==> src/rtl/fetch_unit.sv <==
// Instruction fetch stage: issues word requests to instruction memory, buffers the in-order
// responses with their PC in a small FIFO and hands them to the decoder on valid/ready.
module fetch_unit #(
  parameter logic [31:0] RESET_PC   = 32'h0000_0000,
  parameter int unsigned FIFO_DEPTH = 2
) (
  input  logic        clk_i,
  input  logic        rstn_i,
  output logic        imem_req_o,
  output logic [31:0] imem_addr_o,
  input  logic        imem_gnt_i,
  input  logic        imem_rvalid_i,
  input  logic [31:0] imem_rdata_i,
  input  logic        redirect_i,
  input  logic [31:0] redirect_pc_i,
  output logic        instr_valid_o,
  output logic [31:0] instr_data_o,
  output logic [31:0] instr_pc_o,
  input  logic        instr_ready_i
);

  localparam int unsigned PtrW = (FIFO_DEPTH > 1) ? $clog2(FIFO_DEPTH) : 1;
  localparam int unsigned CntW = PtrW + 1;
  localparam logic [CntW:0]   Depth = FIFO_DEPTH[CntW:0];
  localparam logic [CntW-1:0] One   = 1;
  localparam logic [PtrW-1:0] OneP  = 1;

  logic [31:0]     pc_q, pc_d, resp_pc_q, resp_pc_d;
  logic [CntW-1:0] cnt_q, cnt_d, out_q, out_d, drop_q, drop_d;
  logic [PtrW-1:0] rd_ptr_q, rd_ptr_d, wr_ptr_q, wr_ptr_d;
  logic            req_q, req_d;
  logic [31:0]     data_mem [FIFO_DEPTH];
  logic [31:0]     pc_mem   [FIFO_DEPTH];
  logic            gnt, rv_ok, push, pop;
  logic [31:0]     target;
  logic            unused_redir_lsb;

  assign target           = {redirect_pc_i[31:2], 2'b00};
  assign unused_redir_lsb = ^redirect_pc_i[1:0];

  assign gnt   = req_q & imem_gnt_i;
  // A response with nothing outstanding is a protocol violation and is ignored.
  assign rv_ok = imem_rvalid_i & (out_q != '0);
  assign pop   = instr_valid_o & instr_ready_i;
  assign push  = rv_ok & (drop_q == '0) & ~redirect_i;

  always_comb begin
    pc_d      = pc_q;
    resp_pc_d = resp_pc_q;
    cnt_d     = cnt_q;
    out_d     = out_q;
    drop_d    = drop_q;
    rd_ptr_d  = rd_ptr_q;
    wr_ptr_d  = wr_ptr_q;

    if (gnt) pc_d = pc_q + 32'd4;

    if (gnt && !rv_ok)      out_d = out_q + One;
    else if (!gnt && rv_ok) out_d = out_q - One;

    if (rv_ok && (drop_q != '0)) drop_d = drop_q - One;

    if (push) begin
      wr_ptr_d  = wr_ptr_q + OneP;
      resp_pc_d = resp_pc_q + 32'd4;
    end
    if (pop) rd_ptr_d = rd_ptr_q + OneP;

    if (push && !pop)      cnt_d = cnt_q + One;
    else if (!push && pop) cnt_d = cnt_q - One;

    // Everything still in flight after this cycle belongs to the old path.
    if (redirect_i) begin
      pc_d      = target;
      resp_pc_d = target;
      cnt_d     = '0;
      rd_ptr_d  = '0;
      wr_ptr_d  = '0;
      drop_d    = out_d;
    end

    req_d = ({1'b0, out_d} + {1'b0, cnt_d}) < Depth;
  end

  always_ff @(posedge clk_i) begin
    if (!rstn_i) begin
      pc_q      <= RESET_PC;
      resp_pc_q <= RESET_PC;
      cnt_q     <= '0;
      out_q     <= '0;
      drop_q    <= '0;
      rd_ptr_q  <= '0;
      wr_ptr_q  <= '0;
      req_q     <= 1'b0;
    end else begin
      pc_q      <= pc_d;
      resp_pc_q <= resp_pc_d;
      cnt_q     <= cnt_d;
      out_q     <= out_d;
      drop_q    <= drop_d;
      rd_ptr_q  <= rd_ptr_d;
      wr_ptr_q  <= wr_ptr_d;
      req_q     <= req_d;
    end
  end

  // Storage needs no reset: entries are only visible while counted in cnt_q.
  always_ff @(posedge clk_i) begin
    if (push) begin
      data_mem[wr_ptr_q] <= imem_rdata_i;
      pc_mem[wr_ptr_q]   <= resp_pc_q;
    end
  end

  assign imem_req_o    = req_q;
  assign imem_addr_o   = pc_q;
  assign instr_valid_o = (cnt_q != '0);
  assign instr_data_o  = instr_valid_o ? data_mem[rd_ptr_q] : 32'd0;
  assign instr_pc_o    = instr_valid_o ? pc_mem[rd_ptr_q] : 32'd0;

endmodule

==> config.mk <==
export PLATFORM = sky130hd
export DESIGN_NAME = fetch_unit
export DESIGN_NICKNAME = d
export VERILOG_FILES = /design/src/rtl/fetch_unit.sv
export SDC_FILE = /design/constraint.sdc
export NUM_CORES = 1
export LEC_CHECK = 0
export ABC_CLOCK_PERIOD_IN_PS = 5500
export BUFFER_PORTS_ARGS = -buffer_cell sky130_fd_sc_hd__clkbuf_2
export CORE_ASPECT_RATIO = 0.7
export CORE_UTILIZATION = 43
export CTS_BUF_LIST = sky130_fd_sc_hd__clkbuf_4 sky130_fd_sc_hd__clkbuf_8
export DETAILED_ROUTE_END_ITERATION = 8
export PLACE_DENSITY = 0.67
export SLEW_MARGIN = 30
export SYNTH_ARGS = -nofsm -noshare
export SYNTH_HDL_FRONTEND = slang
export SYNTH_SLANG_ARGS = --single-unit
==> constraint.sdc <==
create_clock -name clk_i -period 5.5 [get_ports clk_i]
set_clock_uncertainty 0.05 [all_clocks]
set_input_delay 0.275 -clock clk_i [delete_from_list [all_inputs] [get_ports clk_i]]
set_output_delay 0.275 -clock clk_i [all_outputs]
set_load 0.005 [all_outputs]
==> impl_metrics.py <==
metrics = {
    "status": {
        "status": "finished clean",
    },
    "worst_setup_path": {
        "crit_arrival_ps": 2930,
        "path_max_fanout": 44,
        "worstRegToRegCells": 6,
        "crit_start": "out_q[1]",
        "reg2reg_from": "out_q[1]",
        "crit_type": "reg -> reg",
        "start_kind": "register",
        "rr_endpoint": "pc_mem[0][28]",
        "cp-end-kind": "register",
        "rrSetupSlack_ps": 2620,
        "required_ps": 5560,
    },
    "floorplanning": {
        "fp-row-count": 42,
        "fp.coreArea_um2": 19200,
        "die_x_um": 170,
        "start_util_pct": 44.5,
        "die_area_um2": 20400,
        "ios": 168,
        "die_y_um": 120,
    },
    "job": {
        "cap_violations": 0,
    },
    "cts": {
        "cts_root_buffer": "clkbuf_8",
        "clk_latency_ps": 460,
        "cts_setup_buffers": 0,
        "cts.sinks": 194,
        "htree_levels": 4,
        "numCtsBuffers": 17,
        "clockBufferDepth": 2,
        "cts_tree": "done",
        "cts_resized": 0,
        "hold_buffers": 32,
        "clk_pin_slew_ps": 100,
    },
    "timing": {
        "period_share_pct": 52.3,
        "max_clock_freq_mhz": 348,
        "timing_hold_violations_final": 0,
        "slew_violations": 0,
        "period_needed_ps": 2880,
        "rsz0062_at_grt": "false",
        "whs_ps": 136,
        "maxSlewHeadroom_pct": 38.8,
        "setup_viol": 0,
        "tns_ps": 0,
        "tightest_slew_ps": 915,
    },
    "synth": {
        "synth_seq_cells": 194,
        "async_flop_share_pct": 0,
        "post-synth-top-count-cell": "edfxtp_1",
        "syn_inst": 736,
        "yosysWarnings": 0,
        "synth_edf_count": 124,
        "ys_types": 54,
        "synth_commonest_cells": "124 x edfxtp_1, 85 x nor2_1, 70 x dfxtp_1",
        "yosysTopAreaCell": "edfxtp_1",
        "synth.top_cell.area_share_pct": 43.6,
        "yosys-top-cells-area": "edfxtp_1 44%, dfxtp_1 16%, mux2i_1 7.5%",
        "synth_area_um2": 8540,
        "postSynthAreaPerCell_um2": 11.6,
        "synth_top_flop_cell": "edfxtp_1",
        "synth_seq_area_share_pct": 60.0,
    },
    "pwr": {
        "switchingPower_mw": 0.943,
        "combPwrFrac_pct": 17.5,
        "powerDensity_nw_per_um2": 308,
        "pwr-share-seq_pct": 54.2,
        "internal-power_mw": 2.23,
        "switching_share_pct": 29.7,
        "ir_worst_vdd_mv": 0.119,
        "power_leakage_nw": 3.66,
        "p_clk_share_pct": 28.3,
    },
    "finish": {
        "area_growth_pct": 20.6,
        "n_antenna_cell": 0,
        "drive_above_1_share_pct": 23.4,
        "fin_cells": 1190,
        "fin_util_pct": 53.7,
        "nets": 989,
    },
    "drt": {
        "first_pass_iters": 5,
        "drc": 0,
        "vias": 6367,
        "drtIter0Drc": 453,
        "ant_nets": 0,
        "wire_per_inst_um": 16.6,
        "routed_wl_mm": 19.7,
        "routed_via_density": 5.35,
    },
    "placed_design": {
        "placedCellCount": 1126,
        "portBuffers": 161,
        "gp_congestion": 0.856,
        "post-dp-hpwl_mm": 13.4,
    },
    "min_path": {
        "hold_class": "in -> reg",
        "hp-start": "redirect_pc_i[5]",
        "min_to": "resp_pc_q[5]",
        "hold_depth": 3,
    },
    "global_routing": {
        "grt_max_degree": 65,
        "antenna_found_initial": 0,
        "overflow": 0,
        "grt_pass1_wl_mm": 30.2,
        "grt_pass1_vias": 5651,
        "grt_util_all_layers_pct": 19.5,
    },
}
worst max-delay path by stage:
stage                            to  slack [ps]  cells after the start
finish                pc_mem[0][28]        2620                      6
floorplan            data_mem[0][0]        1640                      5
global route          pc_mem[0][28]        2340                      6
global placement     data_mem[0][3]        2600                      6
CTS                 data_mem[0][15]        2580                      6
detailed placement  data_mem[0][28]        2580                      6
layer usage:
metal	global-route usage, %	vias up	wire length, µm
li1	-	3123	-
met4	3.94	0	93
met1	31.0	2976	10300
met3	5.11	9	1560
met2	26.1	259	7770
met5	0	-	0
kinds of logic after synthesis:
| group | share of synthesized area, % |
|---|---|
| other | 0.0439 |
| adders and majority gates | 1.20 |
| muxes | 7.63 |
| and+or+nand+nor | 16.4 |
| DFF | 60.0 |
| AOI/OAI and AO/OA | 9.17 |
| xor gates and xnor gates | 2.73 |
| buffers and inverters | 2.80 |
power by group through the flow:
stage	Clock [mW]	Combinational, mW	Sequential [mW]
final	0.899	0.554	1.72
after global routing	0.983	0.620	1.73
after CTS	0.925	0.561	1.72
after detailed placement	0	0.539	1.75
after global placement	0	0.528	1.76
after floorplan	0	0.345	1.73
critical path, cell delays in order, from the launching register on:
cell and delay (ps):
dfxtp_1 370, inv_1 60, ha_1 220, nor2b_1 250
nand2_1 180, nor3_4 720, buf_4 640
cell usage in the layout (no fill, tap or decap), types with 7 or more instances in the layout:
| cell type | count |
|---|---|
| clkbuf_2 | 161 |
| edfxtp_1 | 124 |
| nor2_1 | 85 |
| dfxtp_1 | 69 |
| mux2i_1 | 64 |
| o21ai_0 | 35 |
| nand2_1 | 32 |
| dlygate4sd3_1 | 32 |
| nor3_1 | 27 |
| a21oi_1 | 26 |
| a211oi_1 | 23 |
| and4_1 | 21 |
| xnor2_1 | 20 |
| nand3_1 | 18 |
| clkbuf_8 | 17 |
| nor4_1 | 16 |
| nand4_1 | 14 |
| inv_1 | 13 |
| a31oi_1 | 11 |
| a211o_1 | 8 |
| or4_1 | 7 |
| and3_1 | 7 |
cell type report:
class                      instances  area, µm²
clock buffer                      17        234
clock inverter                    15        154
fill                            1688       8880
inverter                          14       52.6
multi-input combinational        486       3210
sequential                       194       5130
tap                              264        330
timing repair buffer             200       1190
metrics by stage:
stage | setup WS, ps | power (mW) | instance area, µm²
finish | 2620 | 3.17 | 10300
global route | 2340 | 3.34 | 10300
CTS | 2580 | 3.21 | 10300
detailed placement | 2580 | 2.29 | 9590
global placement | 2600 | 2.28 | 9560
floorplan | 1640 | 2.07 | 8560
state kept, by name, indices dropped and copies added (netlist names), named ones only:
signal,cells
imem_req_o,1
wr_ptr_q,1
data_mem,64
pc_mem,60
rd_ptr_q,1
out_q,2
resp_pc_q,30
drop_q,2
cnt_q,2
imem_addr_o,30
Note: power is estimated with default switching activity, not from simulation.
